==> src/rtl/systolic_pkg.sv <==
// Shared types for the systolic front end: feeder state encoding and the
// zero-flush length needed for the farthest PE to finish accumulating.
package systolic_pkg;

  typedef enum logic [1:0] {
    IDLE,
    STREAM,
    FLUSH,
    DONE
  } feeder_state_t;

  function automatic int flush_len(input int arr_height, input int arr_width, input int pe_lat);
    return arr_height + arr_width - 1 + pe_lat;
  endfunction

endpackage

==> src/rtl/systolic_feeder_if.sv <==
// Job control, slice handshake and skewed edge buses between the slice source,
// the feeder and the systolic array.
interface systolic_feeder_if #(
  parameter int WIDTH      = 16,
  parameter int ARR_HEIGHT = 4,
  parameter int ARR_WIDTH  = 4,
  parameter int K_BITS     = 8
);
  logic                        start;
  logic [K_BITS-1:0]           k_len;
  logic                        in_valid;
  logic                        in_ready;
  logic [ARR_HEIGHT*WIDTH-1:0] in_a_vec;
  logic [ARR_WIDTH*WIDTH-1:0]  in_b_vec;
  logic [ARR_HEIGHT*WIDTH-1:0] out_a;
  logic [ARR_WIDTH*WIDTH-1:0]  out_b;
  logic                        busy;
  logic                        done;

  modport master (
    output start, k_len, in_valid, in_a_vec, in_b_vec,
    input  in_ready, out_a, out_b, busy, done
  );

  modport slave (
    input  start, k_len, in_valid, in_a_vec, in_b_vec,
    output in_ready, out_a, out_b, busy, done
  );
endinterface

==> src/rtl/skew_delay_line.sv <==
// Fixed-depth shift register for one edge lane; DEPTH cycles of latency, no
// backpressure (shifts every cycle), synchronous clear on reset.
module skew_delay_line #(
  parameter int WIDTH = 16,
  parameter int DEPTH = 1
) (
  input  logic             clk,
  input  logic             reset,
  input  logic [WIDTH-1:0] din,
  output logic [WIDTH-1:0] dout
);

  logic [WIDTH-1:0] stage [DEPTH];

  always_ff @(posedge clk) begin
    if (reset) begin
      for (int i = 0; i < DEPTH; i++) stage[i] <= '0;
    end else begin
      stage[0] <= din;
      for (int i = 1; i < DEPTH; i++) stage[i] <= stage[i-1];
    end
  end

  assign dout = stage[DEPTH-1];

endmodule

==> src/rtl/systolic_feeder.sv <==
// Skews K-slices onto the array's west/north edges (lane i/j delayed i+1/j+1 cycles), flushes zeros,
// then pulses done; stalls inject zero bubbles. FEEDER_STALL_CNT_EN adds a saturating stall_cnt output.
module systolic_feeder
  import systolic_pkg::*;
#(
  parameter int WIDTH      = 16,
  parameter int ARR_HEIGHT = 4,
  parameter int ARR_WIDTH  = 4,
  parameter int K_BITS     = 8,
  parameter int PE_LAT     = 1
) (
  input  logic                clk,
  input  logic                reset,
  systolic_feeder_if.slave    bus
`ifdef FEEDER_STALL_CNT_EN
  ,
  output logic [31:0]         stall_cnt
`endif
);

  localparam int FLUSH_LEN = flush_len(ARR_HEIGHT, ARR_WIDTH, PE_LAT);
  localparam int FC_BITS   = $clog2(FLUSH_LEN + 1);

  feeder_state_t        state;
  feeder_state_t        state_nxt;
  logic [K_BITS-1:0]    k_len_q;
  logic [K_BITS-1:0]    beat_cnt;
  logic [FC_BITS-1:0]   flush_cnt;
  logic                 accept;
  logic                 last_beat;
  logic                 start_acc;

  assign accept    = bus.in_valid && (state == STREAM);
  assign last_beat = (beat_cnt == k_len_q - K_BITS'(1));
  assign start_acc = (state == IDLE) && bus.start;

  always_ff @(posedge clk) begin
    if (reset) begin
      state     <= IDLE;
      k_len_q   <= '0;
      beat_cnt  <= '0;
      flush_cnt <= '0;
    end else begin
      state <= state_nxt;
      if (start_acc) begin
        k_len_q  <= bus.k_len;
        beat_cnt <= '0;
      end else if (accept) begin
        beat_cnt <= beat_cnt + K_BITS'(1);
      end
      if (state == FLUSH) flush_cnt <= flush_cnt + FC_BITS'(1);
      else                flush_cnt <= '0;
    end
  end

  always_comb begin
    state_nxt    = state;
    bus.in_ready = 1'b0;
    bus.busy     = 1'b0;
    bus.done     = 1'b0;
    case (state)
      IDLE: begin
        if (bus.start) state_nxt = (bus.k_len != '0) ? STREAM : DONE;
      end
      STREAM: begin
        bus.in_ready = 1'b1;
        bus.busy     = 1'b1;
        if (accept && last_beat) state_nxt = FLUSH;
      end
      FLUSH: begin
        bus.busy = 1'b1;
        if (flush_cnt == FC_BITS'(FLUSH_LEN - 1)) state_nxt = DONE;
      end
      DONE: begin
        bus.done  = 1'b1;
        state_nxt = IDLE;
      end
      default: state_nxt = IDLE;
    endcase
  end

  // Every cycle injects a slot; non-accepted cycles inject zeros so A and B stay aligned.
  logic [ARR_HEIGHT*WIDTH-1:0] a_skew;
  logic [ARR_WIDTH*WIDTH-1:0]  b_skew;

  for (genvar i = 0; i < ARR_HEIGHT; i++) begin : g_a
    logic [WIDTH-1:0] slot;
    assign slot = accept ? bus.in_a_vec[i*WIDTH +: WIDTH] : '0;
    skew_delay_line #(.WIDTH(WIDTH), .DEPTH(i + 1)) u_dl (
      .clk   (clk),
      .reset (reset),
      .din   (slot),
      .dout  (a_skew[i*WIDTH +: WIDTH])
    );
  end

  for (genvar j = 0; j < ARR_WIDTH; j++) begin : g_b
    logic [WIDTH-1:0] slot;
    assign slot = accept ? bus.in_b_vec[j*WIDTH +: WIDTH] : '0;
    skew_delay_line #(.WIDTH(WIDTH), .DEPTH(j + 1)) u_dl (
      .clk   (clk),
      .reset (reset),
      .din   (slot),
      .dout  (b_skew[j*WIDTH +: WIDTH])
    );
  end

  assign bus.out_a = a_skew;
  assign bus.out_b = b_skew;

`ifdef FEEDER_STALL_CNT_EN
  always_ff @(posedge clk) begin
    if (reset)                                                 stall_cnt <= '0;
    else if (start_acc)                                        stall_cnt <= '0;
    else if (state == STREAM && !bus.in_valid && stall_cnt != '1) stall_cnt <= stall_cnt + 32'd1;
  end
`endif

endmodule
==> src/flat_wrapper.sv <==
// flat-port wrapper written by rule: the top's interface ports become plain ports
module systolic_feeder_flat import systolic_pkg::*;
#(
  parameter int WIDTH      = 16,
  parameter int ARR_HEIGHT = 4,
  parameter int ARR_WIDTH  = 4,
  parameter int K_BITS     = 8,
  parameter int PE_LAT     = 1
)
  (clk, reset, bus_start, bus_k_len, bus_in_valid, bus_in_a_vec, bus_in_b_vec, bus_in_ready, bus_out_a, bus_out_b, bus_busy, bus_done);
  systolic_feeder_if #(.WIDTH(WIDTH), .ARR_HEIGHT(ARR_HEIGHT), .ARR_WIDTH(ARR_WIDTH), .K_BITS(K_BITS)) bus_i ();
  input  logic clk;
  input  logic reset;
  input wire logic [$bits(bus_i.start)-1:0] bus_start;
  input wire logic [$bits(bus_i.k_len)-1:0] bus_k_len;
  input wire logic [$bits(bus_i.in_valid)-1:0] bus_in_valid;
  input wire logic [$bits(bus_i.in_a_vec)-1:0] bus_in_a_vec;
  input wire logic [$bits(bus_i.in_b_vec)-1:0] bus_in_b_vec;
  output wire logic [$bits(bus_i.in_ready)-1:0] bus_in_ready;
  output wire logic [$bits(bus_i.out_a)-1:0] bus_out_a;
  output wire logic [$bits(bus_i.out_b)-1:0] bus_out_b;
  output wire logic [$bits(bus_i.busy)-1:0] bus_busy;
  output wire logic [$bits(bus_i.done)-1:0] bus_done;
  assign bus_i.start = bus_start;
  assign bus_i.k_len = bus_k_len;
  assign bus_i.in_valid = bus_in_valid;
  assign bus_i.in_a_vec = bus_in_a_vec;
  assign bus_i.in_b_vec = bus_in_b_vec;
  assign bus_in_ready = bus_i.in_ready;
  assign bus_out_a = bus_i.out_a;
  assign bus_out_b = bus_i.out_b;
  assign bus_busy = bus_i.busy;
  assign bus_done = bus_i.done;
  systolic_feeder #(.WIDTH(WIDTH), .ARR_HEIGHT(ARR_HEIGHT), .ARR_WIDTH(ARR_WIDTH), .K_BITS(K_BITS), .PE_LAT(PE_LAT)) u_core (.clk(clk), .reset(reset), .bus(bus_i));
endmodule
==> config.mk <==
export PLATFORM = sky130hd
export DESIGN_NAME = systolic_feeder_flat
export DESIGN_NICKNAME = d
export VERILOG_FILES = /design/src/rtl/systolic_pkg.sv /design/src/rtl/systolic_feeder_if.sv /design/src/rtl/skew_delay_line.sv /design/src/rtl/systolic_feeder.sv /design/src/flat_wrapper.sv
export SDC_FILE = /design/constraint.sdc
export NUM_CORES = 1
export LEC_CHECK = 0
export BUFFER_PORTS_ARGS = -buffer_cell sky130_fd_sc_hd__buf_2
export CORE_AREA = 2 2 147 149
export CTS_CLUSTER_SIZE = 28
export DETAILED_ROUTE_END_ITERATION = 8
export DIE_AREA = 0 0 149 151
export GPL_TIMING_DRIVEN = 0
export PLACE_DENSITY = 0.83
export SLEW_MARGIN = 40
export SYNTH_ARGS = -nofsm -noshare
export SYNTH_HDL_FRONTEND = slang
export SYNTH_HIERARCHICAL = 1
export SYNTH_SLANG_ARGS = --single-unit
==> constraint.sdc <==
create_clock -name clk -period 5.75 [get_ports clk]
set_input_delay 0.575 -clock clk [delete_from_list [all_inputs] [get_ports clk]]
set_output_delay 0.575 -clock clk [all_outputs]
set_load 0.03 [all_outputs]
[Word level (Yosys, flattened, before mapping)]
Memory sizes are Yosys's and may differ from the RTL's.
Cells that the tools add are included.
Cells by class
  add/subtract/negate cells: 3
  eq/ne operators: 8
  muxes and demuxes: 41
  bitwise operators: 19
  reduce and logical (&&, ||, !) cells: 11
Operators by type and width (number)
  16-bit 2-to-1 mux: 28
  16-bit OR reduction: 2
  1-bit bitwise OR: 18
  8-bit by 1-bit adder with 8-bit output, second input constant: 1
  8-bit == test: 1
  1-bit 2-to-1 mux: 8
  2-bit 2-to-1 mux: 4
  2-bit one-hot mux with 4 select lines: 1
  8-bit nonzero test: 1
  8-bit by 1-bit subtractor with 8-bit output, second input constant: 1
  2-bit inequality test, second input constant: 3
  2-bit OR reduction: 3
  4-bit by 1-bit adder with 4-bit output, second input constant: 1
  2-bit == test, second input constant: 2
  4-bit by 3-bit == test with 1-bit output, second input constant: 1
  1-bit logical AND: 3
  3-bit AND reduction: 1
  2-bit by 1-bit == test with 1-bit output, second input constant: 1
  2-bit logical NOT: 1
  1-bit inverter: 1
Storage, ports and cells
  flip-flop bits (word level): 22
  memory bits (writable): 320
  bits of input ports: 140
  output and inout bits: 131
  memories kept: 8
Memories
  u_core.g_a[3].u_dl.stage: words 4, width 16, rd ports 4, clocked after Yosys merged registers in 0, wr ports 4, line skew_delay_line.sv:13  | logic [WIDTH-1:0] stage [DEPTH];
  u_core.g_b[3].u_dl.stage: words 4, width 16, rd ports 4, clocked after Yosys merged registers in 0, wr ports 4, line skew_delay_line.sv:13
  u_core.g_a[2].u_dl.stage: words 3, width 16, rd ports 3, clocked after Yosys merged registers in 0, wr ports 3, line skew_delay_line.sv:13
  u_core.g_b[2].u_dl.stage: words 3, width 16, rd ports 3, clocked after Yosys merged registers in 0, wr ports 3, line skew_delay_line.sv:13
  u_core.g_a[1].u_dl.stage: words 2, width 16, rd ports 2, clocked after Yosys merged registers in 0, wr ports 2, line skew_delay_line.sv:13
  u_core.g_b[1].u_dl.stage: words 2, width 16, rd ports 2, clocked after Yosys merged registers in 0, wr ports 2, line skew_delay_line.sv:13
  +2 memories

[Logic depth before layout (Yosys ltp)]
Gate-level depths: netlist of run 1.
  depth in word-level cells: 5
  mapped depth: 8
  gate-level depth less buffers: 8

[By module]
The synthesis of run 1 kept the hierarchy.
Modules (own cells, without submodules)
  skew_delay_line (u_core.g_a[3].u_dl ...): times used 2, cells each 135, area each 1918.1 µm², sequential area each 1281.2 µm²
  skew_delay_line (u_core.g_a[2].u_dl ...): times used 2, cells each 117, area each 1425.1 µm², sequential area each 960.9 µm²
  systolic_feeder: times used 1, cells each 301, area each 2117.0 µm², sequential area each 440.4 µm²
  skew_delay_line (u_core.g_a[1].u_dl ...): times used 2, cells each 83, area each 983.4 µm², sequential area each 640.6 µm²
  skew_delay_line (u_core.g_a[0].u_dl ...): times used 2, cells each 33, area each 464.2 µm², sequential area each 320.3 µm²

[Worst setup path before layout of run 1]
No wires, ideal clock.
  kind: reg-to-reg
  start: register u_core.state[1]
  end: register u_core.state[1]
  setup time: 123 ps
  data arrival time: 2208 ps
  setup slack: 3418 ps
  cell stages (with the launch flop): 9
  buffers on the path: 1
  path through: dfxtp_1 inv_1 ha_1 and2_0 clkbuf_1 o2111ai_1 o31a_1 a211oi_2 mux2_1
On the way
  word-level cells in the longest chain between the ends: 5
RTL lines
  start: declaration: line systolic_feeder.sv:24  | feeder_state_t state;
  start signal: assignment: line systolic_feeder.sv:44  | state <= state_nxt;
  2-bit by 1-bit == test with 1-bit output: line systolic_feeder.sv:33, systolic_feeder.sv:61
  1-bit logical AND: line systolic_feeder.sv:33  | assign accept = bus.in_valid && (state == STREAM);
  1-bit logical AND: line systolic_feeder.sv:68  | if (accept && last_beat) state_nxt = FLUSH;
  2-bit inequality test (no line)
  3-bit AND reduction (no line)
Several ways; a longest one is shown, not always the timed one.
A chain may end at the register's enable or synchronous reset.

[Worst setup path after layout of run 1]
Ends and elaborated chain as after synthesis.

==> run metrics, run 1 <==
status completed; first-pass GRT wire length between 30 and 40 mm; PostCTS Resize Cnt 0; CP startpoint kind flip-flop; Core Region 20800 µm²; Post-CTS Setup Bufs 0; clk_lat worst skew roughly 500 ps; DRC Markers 0; Multi-input gate area approximately 3900 µm²; max cap viols 0; Mapped Area approximately 12000 µm²; clock-pin slew on the worst setup and hold paths around 60 ps; Num Clock Sinks around 340; pin count of the biggest net entering global routing 38; Final Hold Vio Count 0; GR Util met3 under 10%; Syn Inst Count ~1000; final instance area about 15000 µm²; min cycle time layout 2450 ps; GP Congestion about 0.78; Detailed Route WL between 20 and 25 mm; Vias around 7400; FMAX 0.408 GHz; layout cells sized above 1 41.7%; Synth Warn # 6; setup slack, reg-to-reg approximately 3300 ps; CTS Root Buffer Type clkbuf_16; Die W around 150 µm; Starting Density around 56%; Placement Cell Area approximately 13000 µm²; #FFs+latches synth around 340; final setup fails 0; Seq/Total Area, Yosys 58.5%; initial antenna violation count 9; GR Layer Usage met1 21.8%; PwrDens 370 nW/µm²; WP data arrival between 2000 and 3000 ps; Final Instance Count excl. Fillers ~1600; CP required slightly above 6000 ps; leak pwr around 6.9 nW; Global Route Usage Sum about a fifth; Synth cell types 38; cts hold-fix bufs 0; H-tree depth 2; CTS Buffer Depth 3; Avg Synthesized Cell Area approximately 11 µm²; area delta synth->final 24.1%; Reg area ~6800 µm²; vias in the first global route between 7000 and 8000; final critical-path share of the clock period 42.6%; nets@finish 1490; Synthesized Nets approximately 1200; Num CTS Buffers 34; Starting DRT DRC Count ~180; dpl cells approximately 1600; met2 Track Usage GR approximately a third; Setup CP Type reg2reg; drt first pass iters 6; Crit. End Element flip-flop; Pins Over Slew Limit 0; busiest grt layer met2; Max Clock Skew 14.3 ps; DRT antenna net count 0; die span in y ~150 µm; Fin Setup TNS 0 ps; die area between 20000 and 25000 µm²; # IOs 271; unrepaired setup endpoints after global routing false; Fillers ~1500; drt via density approximately 4.5; Row Count 53; remaining global-route overflow 0; WL/cell between 10 and 15 µm; CTS tree done; Max transition margin 47.7%; slew at the pin closest to its max-slew limit 785 ps; Detailed Place HPWL between 15 and 20 mm; worst vdd ir 212 µV; post-layout util between 60% and 70%; hold crit path type in2reg; port buffer count around 270; CP Max Fanout 6
-- final timing paths --
kind,start,endpoint,depth (start not counted)
max,u_core/state[1],u_core/state[1],8
min,bus_k_len[6],u_core/k_len_q[6],3
max reg2reg,u_core/state[1],u_core/state[1],8
min reg2reg,u_core/g_b[2].u_dl/stage[0][3],u_core/g_b[2].u_dl/stage[0][19],1
-- layout make-up --
cell class	instances	area share, %
tap	275	2.37
inverter	6	0.155
sequential	342	47.2
buffer	131	6.55
antenna	5	0.0862
clock inverter	12	1.00
multi-input combinational	558	26.7
timing repair buffer	269	9.28
clock buffer	45	6.64
-- sequential cells by signal (all words and copies together) (netlist names) --
register and count:
u_core/g_a.u_dl/stage 160, u_core/state 2, u_core/k_len_q 8, u_core/beat_cnt 8
u_core/flush_cnt 4, u_core/g_b.u_dl/stage 160
-- cell usage after synthesis --
master,n,area share (%)
nand3b_1,1,0.064
nand3_1,12,0.51
a41oi_1,1,0.075
o2111ai_1,1,0.075
clkbuf_1,33,1.1
and2_1,1,0.054
nor3_1,2,0.086
or3_1,2,0.11
and2_0,1,0.054
inv_1,6,0.19
xnor2_1,9,0.67
nor2b_2,134,10
buf_6,19,1.8
o21ai_0,3,0.13
and2b_2,12,0.90
mux2_1,1,0.096
a21oi_1,12,0.51
nand2_1,14,0.45
xor2_1,8,0.60
nand2b_1,4,0.21
buf_4,70,4.5
nor2b_1,174,9.3
o21bai_1,1,0.064
mux2i_1,3,0.26
dfxtp_1,342,59
nor4_1,2,0.11
a211oi_2,1,0.11
nand4_1,3,0.16
nor2_1,15,0.48
and3_1,129,6.9
a221oi_1,1,0.075
buf_8,4,0.51
nor4b_1,1,0.075
ha_1,8,0.86
buf_2,4,0.17
clkbuf_2,1,0.043
o31a_1,1,0.075
o21ba_1,1,0.086
-- layout by cell type, fill, tap and decap left out, types with 2 or more instances in the layout --
master	Yosys	final
clkbuf_2	1	3
nor3_1	2	2
nor2b_1	174	174
buf_6	19	19
buf_4	70	70
nand2_1	14	14
and3_1	129	129
clkinv_2	0	6
buf_2	4	273
diode_2	0	5
clkbuf_16	0	35
clkbuf_1	33	36
bufinv_16	0	3
nand3_1	12	12
nor2b_2	134	134
clkbuf_8	0	5
mux2i_1	3	3
nor2_1	15	15
and2b_2	12	12
nor4_1	2	2
o21ai_0	3	3
inv_1	6	6
dfxtp_1	342	342
or3_1	2	2
xor2_1	8	8
nand2b_1	4	4
xnor2_1	9	9
inv_6	0	2
buf_8	4	4
a21oi_1	12	12
nand4_1	3	3
ha_1	8	8
-- worst max-delay path, stage by stage (launching register included) --
cell and delay (ps):
dfxtp_1 340, inv_1 130, ha_1 320, and2_0 160
clkbuf_1 240, o2111ai_1 170, o31a_1 320, a211oi_2 280
mux2_1 360
-- stage by stage --
stage / hold slack (ps) / setup slack, ps / power, mW
2_1_floorplan: 414 / 3420 / 3.04
4_1_cts: 327 / 3280 / 5.41
6_report: 348 / 3300 / 5.36
3_3_place_gp: 417 / 3360 / 3.22
3_5_place_dp: 420 / 3290 / 3.24
5_1_grt: 331 / 3170 / 5.59
-- per-layer routing --
layer | routed length (µm) | part of all wire (%)
met1 | 9060 | 40
met2 | 11300 | 50
met3 | 1670 | 7.4
met4 | 546 | 2.4
met5 | 34 | 0.15
-- logic make-up after synthesis --
family / after synthesis / share of synthesized area, %
AO/OA/AOI/OAI: 22 / 1.20
XOR/XNOR: 17 / 1.27
adder cells (fa/ha/maj): 8 / 0.856
buffers and inverters: 137 / 8.30
flip-flops: 342 / 58.5
multiplexers: 4 / 0.353
AND/OR/NAND/NOR: 507 / 29.5
-- where the power goes --
group	switching, mW	internal, mW
registers	0.0328	2.47
logic	0.399	0.298
clock network	0.853	1.31
(Power assumes the default switching activity.)
==> run 2: changes to the inputs <==
Settings changed: ABC_AREA from default to 1, CORE_AREA 2 2 147 149 to 2 2 154 156, DIE_AREA 0 0 149 151 to 0 0 156 158, PLACE_DENSITY 0.83 to 0.77.
Clock period 5.75 ns to 2.3 ns, I/O delays scaled along.
==> run 2 against run 1 <==
Against the previous run:
- final cell count is 33% higher
- non-clock buffer count is 29 higher
- combinational power rose to 2.7 times the previous value
- critical path depth stayed put
- via count rose by 19%
- clock skew shrank 2.2 ps
- maximum frequency increased by 19%
- die area increased by 9.6%
- global-route usage down 0.43 points
==> run metrics, run 2 <==
status completed; clock-pin slew on the worst setup and hold paths ~60 ps; pin count of the biggest net entering global routing 22; most common cell after layout, fill and taps aside inv_1; Comb pwr share between 10% and 20%; Global Route Usage Sum around a fifth; initial antenna violation count 1; xor/xnor share of the synthesized area less than 1%; Syn Inst Count roughly 1500; Starting DRT DRC Count 260; Hold Path End u_core/g_b[3].u_dl/stage[0][12]; most frequent cell after synthesis inv_1; remaining global-route overflow 0; PwrDens 905 nW/µm²; Row Count 56; Mapped Area 12000 µm²; hold crit path type in2reg; CTS tree done; final critical-path share of the clock period 89.8%; max cap viols 0; H-tree depth 2; FMAX about 0.48 GHz; worst vdd ir about 690 µV; Reg power frac 45.6%; PostCTS Resize Cnt 0; Reg area 6850 µm²; port buffer count 270; net load switching power 3.56 mW; mux cell area share after synthesis 0%; die area 24600 µm²; Synthesized Nets 1659; CTS Root Buffer Type clkbuf_16; Hold Startpoint bus_in_b_vec[60]; Fillers between 1500 and 2000; FF-to-FF path depth 8; layout cells sized above 1 around a quarter; Post-synth ARST share 0%; Max Clock Skew ~12 ps; post-layout util approximately 66%; Starting Density ~52%; # IOs around 270; first-pass GRT wire length ~38 mm; Synth cell types 31; Vias about 9000; unrepaired setup endpoints after global routing false; most frequent cells in the layout inv_1, nor2_1, dfxtp_1; launch point of the worst reg-to-reg path u_core/state[1]; hold path cells 5; synth top area cells dfxtp_1, inv_1, nor2_1; vias in the first global route between 8000 and 9000; largest family of logic cells by synthesized area buffers and inverters; Seq/Total Area, Yosys a little under three fifths; DRT antenna net count 0; Crit. End Element flip-flop; Hold Slack between 20 and 25 ps; setup slack, reg-to-reg about 240 ps; RR Endpoint u_core/g_b[2].u_dl/stage[0][11]; adder-cell share of the synthesized area less than 1%; Avg Synthesized Cell Area approximately 7.9 µm²; clk_lat worst skew roughly 500 ps; die span in y 158 µm; drt first pass iters 5; Num Clock Sinks approximately 340; top cell type's share of synthesized area roughly 57%; Pins Over Slew Limit 0; Detailed Route WL between 20 and 25 mm; slew at the pin closest to its max-slew limit 829 ps; leak pwr 7.61 nW; Num CTS Buffers 35; area delta synth->final 28.1%; Setup CP Type reg2reg; Max transition margin between 40% and 50%; sw frac between 20% and 30%; CP startpoint kind flip-flop; DRC Markers 0; Final Instance Count excl. Fillers roughly 2200; post-synthesis compound-gate area fraction ~1.2%; clock power share about two fifths; Core Region around 23000 µm²; Final Hold Vio Count 0; Top FF cell, synth dfxtp_1; final setup fails 0; Regs by FF count u_core/g_a.u_dl/stage (160), u_core/g_b.u_dl/stage (160); #FFs+latches synth between 300 and 400; simple logic cell fraction of the synthesized area around 18%; Synth Warn # 6; cell internal pwr slightly above 10 mW; drt via density ~4; Detailed Place HPWL 16.0 mm; CP required between 2000 and 3000 ps; Die W between 150 and 200 µm; dpl cells 2071; WL/cell 10.7 µm; WP data arrival between 2000 and 2500 ps; synth cell count leaders inv_1, nor2_1, dfxtp_1; CP Max Fanout 10; EDFF count, synth 0; GP Congestion between 0.8 and 0.9; CTS Buffer Depth 3; nets@finish around 2000; Yosys top cell by area dfxtp_1; Multi-input gate area 2430 µm²; min cycle time layout between 2000 and 2500 ps
run 2: cell types whose count changed in the layout (fill, tap and decap cells not counted), sizes merged, moves of 7 or more:
| cell | change |
|---|---|
| inv | +468 |
| and3 | -129 |
| o21ai | +9 |
| and2b | -12 |
| nand2 | +26 |
| xnor2 | -7 |
| clkbuf | -15 |
| nor2 | +460 |
| nor2b | -308 |
| dlygate4sd3 | +45 |
run 2: cells by family after synthesis:
family / count (synthesis)
simple gates: 540
compound gates: 28
flops: 342
fa+ha+maj: 8
xor+xnor: 6
buf+inv: 587
run 2: cell type report:
type / count / share of cell area, %
tap: 290 / 2.37
inverter: 473 / 11.6
antenna: 1 / 0.0163
buffer: 114 / 5.92
clock inverter: 14 / 0.988
timing repair buffer: 315 / 11.8
sequential: 342 / 44.7
clock buffer: 50 / 6.81
multi-input combinational: 582 / 15.9
run 2: critical path: stages, from the launching register on:
cell and delay [ps]:
dfxtp_1 370, inv_1 90, ha_1 230, nand2_2 180, clkbuf_2 400, clkbuf_1 460, nor2_1 90, inv_1 70
nor2_1 40
run 2: metal layers:
| metal | GRT usage [%] | wire [µm] |
|---|---|---|
| met1 | 21.0 | 9570 |
| met2 | 34.9 | 11800 |
| met3 | 4.98 | 1450 |
| met4 | 7.43 | 592 |
| met5 | 0 | 13 |
run 2: stage by stage:
| step | total power [mW] | TNS (ps) | area [µm²] | setup WS [ps] |
|---|---|---|---|---|
| floorplan | 7.77 | 0 | 12000 | 528 |
| global placement | 8.23 | -2550 | 13700 | -105 |
| detailed placement | 8.29 | 0 | 13700 | 205 |
| CTS | 14.0 | 0 | 15300 | 185 |
| global route | 14.6 | 0 | 15300 | 10.3 |
| finish | 13.9 | 0 | 15300 | 236 |
run 2: worst max-delay path by stage:
stage                          startpoint                              end  slack (ps)  cells after the start
final                     u_core/state[1]  u_core/g_b[2].u_dl/stage[0][11]         240                      8
after global routing      u_core/state[1]  u_core/g_b[2].u_dl/stage[0][14]          10                      8
after CTS                 u_core/state[1]  u_core/g_b[2].u_dl/stage[0][11]         180                      8
after detailed placement  u_core/state[1]  u_core/g_b[2].u_dl/stage[0][12]         200                      8
after global placement    u_core/state[1]  u_core/g_b[2].u_dl/stage[0][13]        -100                      8
after floorplan           u_core/state[1]                  u_core/state[0]         530                     13
run 2: power groups by stage:
stage               clock [mW]  sequential, mW  combinational [mW]
finish                    5.64            6.32                1.91
global route              6.04            6.35                2.17
CTS                       5.77            6.32                1.91
detailed placement           0            6.45                1.83
global placement             0            6.44                1.79
floorplan                    0            6.51                1.26
run 2: timing repair:
| action | 4_1_cts | 5_1_grt |
|---|---|---|
| hold buffers | 45 | 0 |
| setup buffers | 0 | 0 |
| endpoints found under the hold margin | 45 | 0 |
==> run 3: changes to the inputs <==
Settings changed: CORE_AREA 2 2 154 156 to 4 4 149 151, DIE_AREA 0 0 156 158 to 0 0 153 155, PLACE_DENSITY 0.77 to 0.84.
Clock period 2.3 ns to 2.6 ns, I/O delays scaled along.
==> run 3 against run 2 <==
Against the previous run:
- clock skew is 2.9 ps lower
- global-route usage is 0.85 points higher
- clock-buffer cell count is 6 lower
- via count is 0.19% lower
- combinational power is 14% lower
- flip-flop and latch count stayed put
- total power is 11% lower
- setup slack better by 230 ps
- critical path type unchanged
- critical endpoint unchanged
- largest power group unchanged
- highest routed layer unchanged
==> run metrics, run 3 (synthesized netlist as in run 2, its figures left out) <==
status completed; PostCTS Resize Cnt 0; dpl cells between 2000 and 2500; drt via density 4.14; remaining global-route overflow 0; final setup margin about 470 ps; hold crit path type in2reg; Starting DRT DRC Count 344; Post-CTS Setup Bufs 0; Detailed Place HPWL about 17 mm; min cycle time layout about 2100 ps; Starting Density a little under three fifths; Global Route Usage Sum 19.8%; drt first pass iters 7; Setup CP Type reg2reg; net load switching power around 3.2 mW; DRT antenna net count 0; total power 12.4 mW; first-pass GRT wire length 38.8 mm; # IOs between 200 and 300; final critical-path share of the clock period 81.9%; CTS Buffer Depth 3; DRC Markers 0; FMAX around 0.47 GHz; most frequent cells in the layout inv_1, nor2_1, dfxtp_1; GP Congestion between 0.8 and 0.9; port buffer count 270; Max transition margin a little over half; slew at the pin closest to its max-slew limit just under 700 ps; Regs by FF count u_core/g_a.u_dl/stage (160), u_core/g_b.u_dl/stage (160); Detailed Route WL about 24 mm; unrepaired setup endpoints after global routing false; area delta synth->final 24.5%; Crit. End Element flip-flop; Pins Over Slew Limit 0; die area 23700 µm²; Reg power frac 45.2%; final setup fails 0; final instance area around 15000 µm²; Vias around 8800; CP startpoint kind flip-flop; WP data arrival between 2000 and 3000 ps; die span in y ~160 µm; sw frac between 20% and 30%; initial antenna violation count 4; pin count of the biggest net entering global routing 22; Final Hold Vio Count 0; critical path, cell by cell inv_1 > ha_1 > nand2_2 > clkbuf_2 > clkbuf_1 > nor2_1 > inv_1 > nor2_1; max cap viols 0; Max Clock Skew slightly above 9 ps; CP Max Fanout 10; CTS tree done; Num Clock Sinks roughly 340; cts hold-fix bufs 0; H-tree depth 2; layout cells sized above 1 about 25%; Final Instance Count excl. Fillers ~2100; Num CTS Buffers 34; Row Count 53; clock-pin slew on the worst setup and hold paths 60 ps; cell internal pwr 9.18 mW; Core Region between 20000 and 25000 µm²; WL/cell between 10 and 15 µm; leak pwr 7.44 nW; post-place setup slack just under 500 ps; worst vdd ir around 650 µV; clock power share between 40% and 50%; CTS Root Buffer Type clkbuf_16; vias in the first global route 8616; nets@finish 1965; PwrDens 832 nW/µm²; CP required about 3000 ps; Comb pwr share a little over an eighth; Critical-path top delay cell clkbuf_1; most common cell after layout, fill and taps aside inv_1; Fin Setup TNS 0 ps; largest stage delay on the critical path 480 ps; clk_lat worst skew between 500 and 600 ps; Die W approximately 150 µm; Placement Cell Area between 10000 and 15000 µm²
-- run 3: changes by cell type in the layout (fill, tap and decap cells not counted), sizes merged --
cell         change
dlygate4sd3     -45
inv              -2
clkinv           +4
clkbuf           -5
diode            +1
bufinv           +2
buf              -1
-- run 3: layer usage --
metal	global-route usage, %	routed length (µm)	vias up
met5	0	40	-
met3	5.34	1810	46
met2	37.6	12300	243
met4	6.41	555	4
li1	-	-	4682
met1	21.4	9350	3811
-- run 3: area by class of cell --
class	count	area, µm²
well taps	275	344
inverters	473	1780
clock buffers	44	990
diodes	2	5.00
plain buffers	114	908
flip-flops and latches	342	6850
fillers	1505	5930
repair buffers	270	1350
clock inverters	18	234
multi-input cells	582	2430
-- run 3: worst paths after layout --
path              cells after the start  slack, ps                         endpoint                            start
setup / recovery                      8        470  u_core/g_b[2].u_dl/stage[0][11]                  u_core/state[1]
hold / removal                        5         30  u_core/g_a[2].u_dl/stage[0][13]                 bus_in_a_vec[45]
setup reg to reg                      8        470  u_core/g_b[2].u_dl/stage[0][11]                  u_core/state[1]
hold reg to reg                       2        390  u_core/g_b[3].u_dl/stage[1][13]  u_core/g_b[3].u_dl/stage[0][13]
-- run 3: metrics by stage --
stage	utilization, %	hold slack, ps
floorplan	-	331
global placement	65.6	389
detailed placement	65.6	392
CTS	71.5	9.26
global route	71.5	28.2
finish	71.5	28.2
-- run 3: power by group through the flow --
stage                     clock network, mW  logic [mW]  registers, mW
final                                  5.14        1.65           5.59
after detailed placement                  0        1.63           5.71
after global routing                   5.45        1.87           5.62
after global placement                    0        1.58           5.70
after CTS                              5.24        1.65           5.59
after floorplan                           0        1.12           5.76
-- run 3: critical path, delay by kind of cell, from the launching register on --
family / cells / cell delay [ps]
adders and majority gates: 1 / 240
buffers and inverters: 4 / 1050
DFF: 1 / 370
and+or+nand+nor: 3 / 350
